==> src/rtl/twiddle_addr_gen_pkg.sv <==
// Shared types and helpers for the twiddle address generator.
// Latency: n/a (declarations only).
// Backpressure: n/a.
package twiddle_addr_gen_pkg;

    typedef enum logic [1:0] {
        ST_IDLE = 2'd0,
        ST_RUN  = 2'd1,
        ST_DONE = 2'd2
    } state_t;

    // Width of the stage number field; stages run 1..log2(N).
    localparam int STAGE_W = 4;

    // log2 of a legal (power-of-two) FFT size: index of the highest set bit.
    function automatic logic [STAGE_W-1:0] size_log2(input logic [15:0] n);
        logic [STAGE_W-1:0] r;
        r = '0;
        for (int i = 0; i < 16; i++) begin
            if (n[i]) r = STAGE_W'(i);
        end
        return r;
    endfunction

endpackage

==> src/rtl/twiddle_addr_gen_twiddle.sv <==
// Twiddle ROM: W_m^k = cos(2*pi*k/m) - j*sin(2*pi*k/m) as packed FP8 (E4M3) or FP4 (E2M1) pair.
// Latency: combinational; the caller registers the result alongside k and m.
// Backpressure: none, pure lookup.
module twiddle_factor_unified #(
    parameter int MAX_N      = 1024,
    parameter int ADDR_WIDTH = 10,
    parameter int PRECISION  = 0
) (
    input  logic [ADDR_WIDTH-1:0] k,
    input  logic [ADDR_WIDTH:0]   m,
    output logic [15:0]           twiddle
);

    localparam int     QTR         = MAX_N / 4;
    localparam int     IDX_W       = $clog2(QTR + 1);
    localparam int     MAG_W       = (PRECISION == 1) ? 7 : 3;
    localparam longint ONE_Q30     = 64'sd1 <<< 30;
    localparam longint HALF_PI_Q30 = 64'sd1686629713;

    // cos(pi/2 * i / QTR) in Q30, Taylor series; only evaluated at elaboration.
    function automatic longint cos_q30(input int i);
        longint x, x2, term, sum;
        x    = (HALF_PI_Q30 * longint'(i)) / longint'(QTR);
        x2   = (x * x) >>> 30;
        term = ONE_Q30;
        sum  = ONE_Q30;
        for (int n = 1; n <= 7; n++) begin
            term = -((term * x2) >>> 30) / longint'((2 * n - 1) * (2 * n));
            sum  = sum + term;
        end
        if (sum < 0)       sum = 0;
        if (sum > ONE_Q30) sum = ONE_Q30;
        return sum;
    endfunction

    // Round a Q30 magnitude in [0,1] to E4M3 exponent+mantissa bits (bias 7).
    // Mantissa rounding that overflows carries naturally into the exponent field.
    function automatic logic [6:0] fp8_mag(input longint v);
        int     sh;
        longint frac, mant;
        if (v <= 0) return 7'd0;
        sh = 7;
        for (int i = 6; i >= 0; i--) begin
            if (v >= (ONE_Q30 >>> i)) sh = i;
        end
        if (sh == 7) begin
            mant = (v + (64'sd1 <<< 20)) >>> 21;
            return 7'(mant);
        end
        frac = (v <<< sh) - ONE_Q30;
        mant = (frac + (64'sd1 <<< 26)) >>> 27;
        return 7'(longint'((7 - sh) * 8) + mant);
    endfunction

    // Round a Q30 magnitude in [0,1] to the nearest of E2M1 {0, 0.5, 1.0}.
    function automatic logic [2:0] fp4_mag(input longint v);
        if (v < ONE_Q30 / 4)       return 3'd0;
        if (v < (3 * ONE_Q30) / 4) return 3'd1;
        return 3'd2;
    endfunction

    logic [MAG_W-1:0] mag_tab [0:QTR];

    for (genvar gi = 0; gi <= QTR; gi++) begin : g_tab
        localparam longint C = cos_q30(gi);
        assign mag_tab[gi] = (PRECISION == 1) ? MAG_W'(fp8_mag(C)) : MAG_W'(fp4_mag(C));
    end

    logic [ADDR_WIDTH-1:0] phase, off, comp;
    logic [1:0]            quad;
    logic [MAG_W-1:0]      mag_a, mag_b, re_mag, im_mag;
    logic                  re_neg, im_neg;

    // Fold the angle onto a quarter-wave table and rebuild the signed pair.
    always_comb begin
        phase = '0;
        for (int i = 0; i <= ADDR_WIDTH; i++) begin
            if (m[i]) phase = k << (ADDR_WIDTH - i);
        end
        quad   = phase[ADDR_WIDTH-1 -: 2];
        off    = phase & ADDR_WIDTH'(QTR - 1);
        comp   = ADDR_WIDTH'(QTR) - off;
        mag_a  = mag_tab[IDX_W'(off)];
        mag_b  = mag_tab[IDX_W'(comp)];
        re_mag = quad[0] ? mag_b : mag_a;
        im_mag = quad[0] ? mag_a : mag_b;
        re_neg = (quad == 2'd1 || quad == 2'd2) && (re_mag != '0);
        im_neg = (quad == 2'd0 || quad == 2'd1) && (im_mag != '0);
        if (PRECISION == 1)
            twiddle = {re_neg, 7'(re_mag), im_neg, 7'(im_mag)};
        else
            twiddle = {8'h00, re_neg, 3'(re_mag), im_neg, 3'(im_mag)};
    end

endmodule

==> src/rtl/twiddle_addr_gen.sv <==
// Radix-2 DIT twiddle sequencer: emits (k, m, stage, W_m^k) for every butterfly of an N-point FFT.
// Latency: first item valid the cycle after start; one item per cycle while out_ready is high.
// Backpressure: valid/ready; all out_* fields hold while out_valid=1 and out_ready=0. Optional TWGEN_INVERSE_EN adds an inverse port.
module twiddle_addr_gen
    import twiddle_addr_gen_pkg::*;
#(
    parameter int MAX_N      = 1024,
    parameter int ADDR_WIDTH = 10,
    parameter int PRECISION  = 0
) (
    input  logic                  clk,
    input  logic                  rst,
    input  logic                  start,
    input  logic [ADDR_WIDTH:0]   n_cfg,
`ifdef TWGEN_INVERSE_EN
    input  logic                  inverse,
`endif
    output logic                  busy,
    output logic                  done,
    output logic                  err,
    output logic                  out_valid,
    input  logic                  out_ready,
    output logic [ADDR_WIDTH-1:0] out_k,
    output logic [ADDR_WIDTH:0]   out_n,
    output logic [STAGE_W-1:0]    out_stage,
    output logic [15:0]           out_twiddle,
    output logic                  out_last_stage,
    output logic                  out_last
);

    localparam int NW = ADDR_WIDTH + 1;

    state_t                state_q, state_d;
    logic [NW-1:0]         n_q;
    logic [STAGE_W-1:0]    log_n_q;
    logic [ADDR_WIDTH-1:0] cnt_q;

    logic                  idle, hsk, start_ok, n_legal, load;
    logic [NW-1:0]         sel_n, nx_m;
    logic [STAGE_W-1:0]    sel_log, nx_stage;
    logic [ADDR_WIDTH-1:0] nx_cnt, nx_k;
    logic                  nx_last_stage, nx_last, inv_sel;
    logic [15:0]           rom_tw, tw_d;

    // Start qualification and handshake decode.
    always_comb begin
        idle     = (state_q == ST_IDLE);
        hsk      = out_valid && out_ready;
        start_ok = idle && start;
        n_legal  = (n_cfg >= NW'(2)) && (n_cfg <= NW'(MAX_N))
                   && ((n_cfg & (n_cfg - NW'(1))) == '0);
        load     = (start_ok && n_legal) || ((state_q == ST_RUN) && hsk && !out_last);
    end

    // FSM state register.
    always_ff @(posedge clk) begin
        if (rst) state_q <= ST_IDLE;
        else     state_q <= state_d;
    end

    // FSM next state and status outputs.
    always_comb begin
        state_d = state_q;
        busy    = 1'b0;
        done    = 1'b0;
        case (state_q)
            ST_IDLE: if (start) state_d = n_legal ? ST_RUN : ST_DONE;
            ST_RUN: begin
                busy = 1'b1;
                if (hsk && out_last) state_d = ST_DONE;
            end
            ST_DONE: begin
                done    = 1'b1;
                state_d = ST_IDLE;
            end
            default: state_d = ST_IDLE;
        endcase
    end

    // Next item: the first one when starting, otherwise the successor of the item on the output.
    // cnt walks 0..N/2-1 within a stage; k is its low (s-1) bits since groups repeat j=0..m/2-1.
    always_comb begin
        sel_n   = idle ? n_cfg : n_q;
        sel_log = idle ? size_log2(16'(n_cfg)) : log_n_q;
        if (idle) begin
            nx_cnt   = '0;
            nx_stage = STAGE_W'(1);
        end else if (out_last_stage) begin
            nx_cnt   = '0;
            nx_stage = out_stage + STAGE_W'(1);
        end else begin
            nx_cnt   = cnt_q + ADDR_WIDTH'(1);
            nx_stage = out_stage;
        end
        nx_m          = NW'(1) << nx_stage;
        nx_k          = nx_cnt & ADDR_WIDTH'((nx_m >> 1) - NW'(1));
        nx_last_stage = ({1'b0, nx_cnt} == ((sel_n >> 1) - NW'(1)));
        nx_last       = nx_last_stage && (nx_stage == sel_log);
    end

    twiddle_factor_unified #(
        .MAX_N      (MAX_N),
        .ADDR_WIDTH (ADDR_WIDTH),
        .PRECISION  (PRECISION)
    ) u_twiddle (
        .k       (nx_k),
        .m       (nx_m),
        .twiddle (rom_tw)
    );

`ifdef TWGEN_INVERSE_EN
    logic inv_q;

    // Direction is latched with the size so a sequence is all-forward or all-inverse.
    always_ff @(posedge clk) begin
        if (rst)           inv_q <= 1'b0;
        else if (start_ok) inv_q <= inverse;
    end

    assign inv_sel = idle ? inverse : inv_q;
`else
    assign inv_sel = 1'b0;
`endif

    // Conjugate for inverse transforms; a zero imaginary part keeps a positive sign.
    always_comb begin
        tw_d = rom_tw;
        if (inv_sel) begin
            if (PRECISION == 1) begin
                if (rom_tw[6:0] != '0) tw_d[7] = ~rom_tw[7];
            end else begin
                if (rom_tw[2:0] != '0) tw_d[3] = ~rom_tw[3];
            end
        end
    end

    // Output register: loads the next item on start or handshake, holds otherwise.
    always_ff @(posedge clk) begin
        if (rst) begin
            err            <= 1'b0;
            n_q            <= '0;
            log_n_q        <= '0;
            cnt_q          <= '0;
            out_valid      <= 1'b0;
            out_k          <= '0;
            out_n          <= '0;
            out_stage      <= '0;
            out_twiddle    <= '0;
            out_last_stage <= 1'b0;
            out_last       <= 1'b0;
        end else begin
            if (start_ok) begin
                err <= !n_legal;
                if (n_legal) begin
                    n_q     <= n_cfg;
                    log_n_q <= size_log2(16'(n_cfg));
                end
            end
            if (load) begin
                cnt_q          <= nx_cnt;
                out_valid      <= 1'b1;
                out_k          <= nx_k;
                out_n          <= nx_m;
                out_stage      <= nx_stage;
                out_twiddle    <= tw_d;
                out_last_stage <= nx_last_stage;
                out_last       <= nx_last;
            end else if ((state_q == ST_RUN) && hsk) begin
                out_valid <= 1'b0;
            end
        end
    end

endmodule

==> config.mk <==
export PLATFORM = sky130hd
export DESIGN_NAME = twiddle_addr_gen
export DESIGN_NICKNAME = d
export VERILOG_FILES = /design/src/rtl/twiddle_addr_gen_pkg.sv /design/src/rtl/twiddle_addr_gen_twiddle.sv /design/src/rtl/twiddle_addr_gen.sv
export SDC_FILE = /design/constraint.sdc
export NUM_CORES = 1
export LEC_CHECK = 0
export BUFFER_PORTS_ARGS = -buffer_cell sky130_fd_sc_hd__buf_2
export CAP_MARGIN = 0
export CORE_MARGIN = 2
export CORE_UTILIZATION = 53
export CTS_CLUSTER_SIZE = 10
export DETAILED_ROUTE_END_ITERATION = 7
export PLACE_DENSITY_LB_ADDON = 0.15
export SYNTH_ARGS = -nofsm -noshare
export SYNTH_HDL_FRONTEND = slang
export SYNTH_SLANG_ARGS = --single-unit
==> constraint.sdc <==
create_clock -name clk -period 4.55 [get_ports clk]
set_input_delay 0.91 -clock clk [delete_from_list [all_inputs] [get_ports clk]]
set_output_delay 0.91 -clock clk [all_outputs]
set_load 0.01 [all_outputs]
# Yosys cells after proc, flatten, opt, wreduce, memory -nomap -nowiden
# Memory sizes are Yosys's and may differ from the RTL's.
# Index checks and enable logic that the tools add are counted.
# classes
n_addsub	6
order_cmp	4
eq_ne	8
n_shift	1
mux	40
bitwise	4
n_reduce_logical	24
# ops
cell	n
$mux 10	12
$mux 4	12
$ge 10x10->1 const B	2
$mux 3	6
$and 11x11->11	1
$eq 10x11->1	1
$ge 11x2->1 const B	1
$le 11x11->1 const B	1
$logic_and 1x1->1	11
$logic_not 11->1	1
$mux 11	1
$shl 1x4->11 const A	1
$sub 10x1->11 const B	1
$sub 11x1->11 const B	1
$add 10x1->10 const B	1
$and 10x10->10	1
$not 8->10	1
$not 9->10	1
$sub 10x1->10 const B	1
$sub 9x8->9 const A	1
$mux 2	3
$reduce_bool 3->1	2
$mux 1	5
$add 4x1->4 const B	1
11 further kinds	18
# totals
ff_bits	64
romBits	3072
inputBits	15
out_inout_bits	47
wordCells	101
mem_count	2
# mem_list
name	words	word_bits	read_ports	rd_ports_with_merged_regs	wr	line_no	rtl
(name not given)	512	3	1	0	0	twiddle_addr_gen_twiddle.sv:83	mag_a = mag_tab[IDX_W'(off)];
(name not given)	512	3	1	0	0	twiddle_addr_gen_twiddle.sv:84	mag_b = mag_tab[IDX_W'(comp)];

# Logic depth before layout (Yosys ltp)
# Gate-level depths: netlist of run 1.
# depth
depth_word	24
depth_mapped	19
depth_no_buf	18

# By module
# A second synthesis of run 1 with hierarchy kept.
# hier_totals
cells_unflattened	723
area_unflattened_um2	5293.8
# modules_own_cells
mod	instances	cells_each	area_each_um2	seq_area_each_um2
twiddle_addr_gen	1	536	4103.9	1421.4
twiddle_factor_unified	1	187	1189.9	0.0

# Least setup slack after synthesis of run 1
# OpenSTA, ideal clock, no wires.
# synth_path
path_type	register to register
from	register out_last_stage
to	register out_twiddle[7]
setup_time_ns	0.133
arrival_time_ns	3.758
t_required_ns	4.417
slack_ns	0.659
stages_incl_launch_ff	18
path_buffers	3
period_less_slack_ns	3.891
path_cell_list	dfxtp_1 > buf_4 > nand4_2 > xor2_1 > buf_2 > buf_4 > nand4_1 > ha_1 > nand2b_1 > o22ai_1 > and4_1 > or4_1 > a22o_1 > a2111o_1 > o32ai_2 > a211oi_2 > o2111ai_1 > a31oi_1
# synth_between
elab_chain_cells	21
word_cells_on_any_way	32
cone_classes	add/sub (2); eq/ne (2); shift (1); mux (19); bitwise (3); reduce/logical (3); memory (2)
# synth_rtl
element	line_no	rtl
from (decl)	twiddle_addr_gen.sv:27	output logic out_last_stage,
from (signal assigned)	twiddle_addr_gen.sv:166	out_last_stage <= nx_last_stage;
$mux 4	twiddle_addr_gen.sv:88	end else if (out_last_stage) begin
$mux 4	twiddle_addr_gen.sv:85	if (idle) begin
$shl 1x4->11	twiddle_addr_gen.sv:95	nx_m = NW'(1) << nx_stage;
$sub 10x1->10	twiddle_addr_gen.sv:96	nx_k = nx_cnt & ADDR_WIDTH'((nx_m >> 1) - NW'(1));
$and 10x10->10	twiddle_addr_gen.sv:96	
$mux 10 (7 in a row)	twiddle_addr_gen_twiddle.sv:78	if (m[i]) phase = k << (ADDR_WIDTH - i);
$mux 10 (*)	twiddle_addr_gen_twiddle.sv:78	
$sub 9x8->9	twiddle_addr_gen_twiddle.sv:82	comp = ADDR_WIDTH'(QTR) - off;
$not 9->10 (not written as such)	twiddle_addr_gen_twiddle.sv:84	
$mem_v2 512x3	--	
$mux 3 (not written as such) (2 in a row)	twiddle_addr_gen_twiddle.sv:84	
$mux 3	twiddle_addr_gen_twiddle.sv:85	re_mag = quad[0] ? mag_b : mag_a;
$reduce_bool 3->1	twiddle_addr_gen_twiddle.sv:87	re_neg = (quad == 2'd1 || quad == 2'd2) && (re_mag != '0);
$logic_and 1x1->1 (*)	twiddle_addr_gen_twiddle.sv:87	
to (signal assigned)	twiddle_addr_gen.sv:165	out_twiddle <= tw_d;
to (decl)	twiddle_addr_gen.sv:26	output logic [15:0] out_twiddle,
# Mark *: on every way between the ends. The rest lies on a longest branch, timed or not. The select of a mux whose other input is x is not followed.
# A chain may end at the register's enable or synchronous reset.

# Worst setup path after layout of run 1
# layout_path
from	register out_stage[1]
to	register out_twiddle[3]
# layout_between
elab_chain_cells	22
word_cells_on_any_way	31
cone_classes	add/sub (3); eq/ne (1); shift (1); mux (17); bitwise (3); reduce/logical (4); memory (2)
# layout_rtl
element	line_no	rtl
from (decl)	twiddle_addr_gen.sv:25	output logic [STAGE_W-1:0] out_stage,
from (signal assigned)	twiddle_addr_gen.sv:164	out_stage <= nx_stage;
$add 4x1->4	twiddle_addr_gen.sv:90	nx_stage = out_stage + STAGE_W'(1);
$mux 4 (*)	twiddle_addr_gen.sv:88	
$mux 4 (*)	twiddle_addr_gen.sv:85	
$shl 1x4->11 (*)	twiddle_addr_gen.sv:95	
$sub 10x1->10	twiddle_addr_gen.sv:96	
$and 10x10->10	twiddle_addr_gen.sv:96	
$mux 10 (7 in a row)	twiddle_addr_gen_twiddle.sv:78	
$mux 10 (*)	twiddle_addr_gen_twiddle.sv:78	
$sub 9x8->9	twiddle_addr_gen_twiddle.sv:82	
$not 9->10 (not written as such)	twiddle_addr_gen_twiddle.sv:84	
$mem_v2 512x3	--	
$mux 3 (not written as such) (2 in a row)	twiddle_addr_gen_twiddle.sv:84	
$mux 3	twiddle_addr_gen_twiddle.sv:86	im_mag = quad[0] ? mag_a : mag_b;
$reduce_bool 3->1	--	
$logic_and 1x1->1 (*)	twiddle_addr_gen_twiddle.sv:88	im_neg = (quad == 2'd0 || quad == 2'd1) && (im_mag != '0);
# Marked as above.

==> metrics.txt, run 1 <==
Worst EP required 4780 ps; final hold violations 0; CP cell instances ha_1 > and3_1 > or2_1 > nand4_1 > ha_1 > nand2b_1 > a2111oi_1 > nand3_1 > o221a_2 > a21oi_1 > o32a_1 > a311oi_1 > o21ai_1 > o211ai_1 > a311oi_1; number of port buffers 51; share of post-route cells with drive strength above 1 17.46%; drt pass-1 iters 6; GPL Wtd Cong 0.9656; DRC 0; CTS buffer count 9; WL final 13,920 um; WL per Instance 17.38 um; clock root buffer clkbuf_8; Gate Count Post-Synth 653; run status finished clean; VDD IR max 0.1948 mV; Bufs on Longest Clock Path 2; first-pass GRT wire length 23,030 um; row count 34; sw frac 24.12%; Die Wd 99.60 um; pin count of the biggest net entering global routing 64; fin crit share 94.32%; Setup TNS 0 ps; GRT overflow 0; initial core utilization 55.00%; CTS Sinks 61; Tot Pwr 1.236 mW; antenna violations before repair 0; post-synthesis sequential area ratio 25.21%; Max Cap Viol 0; Area contributors post-synth dfxtp_1 25%, a21oi_1 6.8%, nand2_1 6.1%; critical path's largest stage delay 430 ps; ys async rst share 0%; internal power 938.2 uW; part of the power in registers 43.4%; Yosys reg bits 61; Via density 6.262; largest fanout on the critical path 8; slowest cell on the critical path ha_1; Syn. warnings 0; Layout Nets 712; synthesized area per cell 7.417 um2; pwr dens 229.2 nW/um2; post-synth cell types 85; top-area cell type share of the netlist area 25.21%; Leakage 2.121 nW; detailed placement HPWL 10,050 um; EDFF count, synth 0; htree depth 3; count leader, synth nand2_1; diode count 0; Die Ht 99.60 um; vias in the first global route 4,658; Pins Over Slew Limit 0; Area Growth Syn to Fin 11.39%; post-synth top area cell dfxtp_1; Clock Power Share 47.5%; slew at the pin closest to its max-slew limit 1135 ps; unrepaired setup endpoints after global routing false; Worst Setup End Kind register; combinational fraction of design power 9.2%; Min Hold Slack 450.7 ps; synthesized cell area 4843 um2; GRT Total Usage 28.36%; Tmin final 4292 ps; drt initial violations 415; boundary pin count 62; Core ar. 8806 um2; clock latency on the worst-skew pair 340 ps; P_sw 298.3 uW; CTS tree built; Max Fclk 233.0 MHz; clk_skew 8.589 ps; main flop type after synthesis dfxtp_1; post-route ant nets 0; Vias 5,016; Die ar. 9919 um2; final setup vio count 0; top post-synthesis cells by count 79 x nand2_1, 66 x a21oi_1, 61 x dfxtp_1, 61 x nor2_1, 27 x nor3_1; Worst Hold Class reg -> reg; worst setup path class reg -> reg; CP arrival 4530 ps; CP startpoint kind register; Clock transition at path regs 80 ps; max-slew headroom at the worst pin 24.30%
==> through the flow <==
stage / instances / instance area [um2] / util, % / setup WS (ps)
floorplan: 662 / 4877 / - / 659.1
global placement: 785 / 5142 / 58.40 / 526.7
detailed placement: 785 / 5142 / 58.40 / 319.4
CTS: 801 / 5381 / 61.11 / 297.4
global route: 801 / 5395 / 61.27 / 27.59
finish: 801 / 5395 / 61.27 / 258.3
==> final timing paths <==
check                            start                          end  slack (ps)  depth (start not counted)
max          out_stage[1]$_SDFFE_PP0P_  out_twiddle[3]$_SDFFE_PP0P_         260                         15
min              out_k[0]$_SDFFE_PP0P_        out_k[0]$_SDFFE_PP0P_         450                          2
max reg2reg  out_stage[1]$_SDFFE_PP0P_  out_twiddle[3]$_SDFFE_PP0P_         260                         15
min reg2reg      out_k[0]$_SDFFE_PP0P_        out_k[0]$_SDFFE_PP0P_         450                          2
==> cell usage in the layout, fill, tap and decap left out, types with 16 or more instances in the layout <==
cell type | netlist | routed
buf_2 | 15 | 51
nand2_1 | 79 | 79
nor2_1 | 61 | 60
nand3_1 | 26 | 26
xnor2_1 | 20 | 20
buf_4 | 15 | 20
inv_1 | 16 | 16
dfxtp_1 | 61 | 60
a21oi_1 | 66 | 66
o21ai_0 | 21 | 21
nor3_1 | 27 | 27
mux2i_1 | 23 | 23
==> layout make-up <==
cell class	instances	area (um2)
tap	108	135.1
timing repair buffer	71	405.4
clock inverter	6	111.4
multi-input combinational	528	3329
inverter	17	63.81
sequential	61	1222
fill	818	3411
clock buffer	10	127.6
==> what timing repair did <==
| action | CTS | global route |
|---|---|---|
| setup buffers | 0 | 0 |
| hold buffers | 0 | 0 |
| endpoints found under the setup margin | 0 | 5 |
| resized for setup | 0 | 5 |
==> power by group through the flow <==
stage	sequential [mW]	clock [mW]	combinational (mW)
2_1_floorplan	0.549	0	0.0898
4_1_cts	0.536	0.592	0.111
3_5_place_dp	0.549	0	0.110
5_1_grt	0.537	0.619	0.124
3_3_place_gp	0.549	0	0.108
6_report	0.537	0.587	0.113
==> flip-flops by register name, indices dropped and copies added, names as in the netlist <==
register / cells
out_n: 11
out_k: 10
log_n_q: 4
n_q: 10
out_stage: 4
out_twiddle: 6
out_last: 1
cnt_q: 10
err: 1
out_last_stage: 1
state_q: 2
out_valid: 1
==> worst max-delay path: cells and delay by family, from the launching register on <==
kind                     cells  cell delay (ps)
AO/OA/AOI/OAI                8             2030
adder cells (fa/ha/maj)      2              830
flip-flops                   1              370
AND/OR/NAND/NOR              5              960
==> cell families after synthesis <==
| group | after synthesis | share of synthesized area [%] |
|---|---|---|
| muxes | 23 | 4.753 |
| DFF | 61 | 25.21 |
| other | 1 | 0.07743 |
| adders and majority gates | 10 | 2.532 |
| xor gates and xnor gates | 28 | 5.218 |
| and+or+nand+nor | 270 | 28.39 |
| AOI/OAI and AO/OA | 187 | 26.45 |
| buffers and inverters | 73 | 7.362 |
==> metal layers <==
metal	global-route usage (%)	share of wire, %
met3	6.114	8.6
met1	39.40	45
met5	0	0
met4	9.589	2.3
met2	43.71	44
No activity file was read; power rests on OpenSTA's default activity.
==> run 2: changes to the inputs <==
--- a/config.mk
+++ b/config.mk
@@ -7,7 +7,7 @@
 export LEC_CHECK = 0
 export BUFFER_PORTS_ARGS = -buffer_cell sky130_fd_sc_hd__buf_2
 export CAP_MARGIN = 0
-export CORE_MARGIN = 2
+export CORE_MARGIN = 5
 export CORE_UTILIZATION = 53
 export CTS_CLUSTER_SIZE = 10
 export DETAILED_ROUTE_END_ITERATION = 7
==> run 2 against run 1 <==
Against the previous run:
- global-route usage decreased by 1.1 points
- clock skew increased by 4.7 ps
- critical path type unchanged
- critical endpoint is now out_twiddle[7]$_SDFFE_PP0P_
- wire length increased by 9.3%
- largest power group unchanged
- die area increased by 12%
- critical path depth unchanged
- fmax increased by 2.4%
- via count increased by 1.2%
- design area increased by 0.58%
- sequential power about the same
==> metrics.txt, run 2 (same netlist as run 1, synthesis figures left out) <==
worst setup path class reg -> reg; Via density 6.307; drt initial violations 376; Leakage 2.141 nW; Max Cap Viol 0; Tmin final 4191 ps; clock latency on the worst-skew pair 350 ps; share of post-route cells with drive strength above 1 18.08%; Setup TNS 0 ps; met2 usage 42.44%; Pins Over Slew Limit 0; WL final 15,220 um; CP cell instances ha_1 > and3_1 > or2_1 > nand4_1 > ha_1 > nand2b_1 > a2111oi_0 > nand3_1 > o221ai_1 > a211oi_1 > a2111oi_0 > a211oi_1 > o21ai_1 > o2111ai_1 > a31oi_1; clk_skew 13.24 ps; pwr dens 234.9 nW/um2; largest fanout on the critical path 7; Max Fclk 238.6 MHz; number of port buffers 51; commonest cells after routing, fill and taps aside 79 x nand2_1, 65 x a21oi_1, 61 x dfxtp_1; global routing usage on met3 3.545%; final hold violations 0; Die Ht 105.6 um; unrepaired setup endpoints after global routing false; htree depth 3; CTS Sinks 61; VDD IR max 0.2149 mV; GPL Wtd Cong 0.9535; Worst EP required 4810 ps; Worst Hold Class reg -> reg; Die Wd 105.6 um; WL per Instance 18.91 um; critical path's largest stage delay 520 ps; vias in the first global route 4,687; Bufs on Longest Clock Path 2; clock root buffer clkbuf_8; most flop-heavy register out_n; Vias 5,077; max reg flops 11; final setup vio count 0; Hold Buf Count CTS 0; CP arrival 4450 ps; Final WS setup 359.1 ps; diode count 0; Core ar. 8806 um2; first-pass GRT wire length 25,020 um; detailed placement HPWL 11,030 um; slowest cell on the critical path a2111oi_0; GRT overflow 0; Die ar. 11,150 um2; initial core utilization 55.00%; CTS tree built; GRT Total Usage 27.22%; commonest non-fill, non-tap cell in the layout nand2_1; CTS buffer count 9; Worst Setup End Kind register; boundary pin count 62; fin crit share 92.11%; slew at the pin closest to its max-slew limit 1117 ps; Area Growth Syn to Fin 12.04%; GR peak layer met2; post-route ant nets 0; Layout Nets 716; antenna violations before repair 0; CP top delay family compound AO/OA/AOI/OAI gates; pin count of the biggest net entering global routing 64; run status finished clean; DP Worst Slack 412.3 ps; row count 34; Buf/Inv on CP 0; max-slew headroom at the worst pin 25.56%; CP startpoint kind register; DRC 0; Clock transition at path regs 90 ps; routing usage on met1 39.47%; drt pass-1 iters 5
-- run 2: power by group --
group          total, mW  internal (mW)  switching, mW
Sequential         0.536          0.535        0.00149
Combinational      0.113         0.0394         0.0737
Clock              0.625          0.378          0.247
-- run 2: final timing paths --
path | start | to | slack (ps) | cells past startpoint
max reg2reg | out_stage[0]$_SDFFE_PP0P_ | out_twiddle[7]$_SDFFE_PP0P_ | 360 | 15
min reg2reg | out_n[4]$_SDFFE_PP0P_ | out_n[4]$_SDFFE_PP0P_ | 450 | 2
max | out_stage[0]$_SDFFE_PP0P_ | out_twiddle[7]$_SDFFE_PP0P_ | 360 | 15
min | out_n[4]$_SDFFE_PP0P_ | out_n[4]$_SDFFE_PP0P_ | 450 | 2
-- run 2: layout make-up --
class | instances | area (um2)
fillers | 827 | 3379
multi-input cells | 528 | 3323
flip-flops and latches | 61 | 1221
repair buffers | 75 | 435.4
clock buffers | 10 | 137.6
well taps | 108 | 135.1
clock inverters | 6 | 110.1
inverters | 17 | 63.81
-- run 2: metal layers --
layer	part of all wire [%]	vias to the layer above
met4	2.0	0
li1	-	2449
met1	45	2377
met3	7.6	39
met5	0	-
met2	45	212
-- run 2: timing repair --
item / 4_1_cts / 5_1_grt
setup buffers: 0 / 0
resized for setup: 0 / 3
hold endpoints to repair: 0 / 0
endpoints found under the setup margin: 0 / 6
-- run 2: worst min-delay path, stage by stage (launching register included) --
cell     delay (ps)
dfxtp_1         310
nand2_1          50
a21oi_1          50
-- run 2: through the flow --
stage               instance area, um2  util (%)  hold WS (ps)  cells  power (mW)
global route                      5426     61.62         477.8    805       1.320
global placement                  5172     58.74         436.6    789      0.6580
floorplan                         4877         -         444.3    662      0.6387
detailed placement                5172     58.74         441.3    789      0.6589
CTS                               5420     61.55         451.6    805       1.276
finish                            5426     61.62         447.4    805       1.275
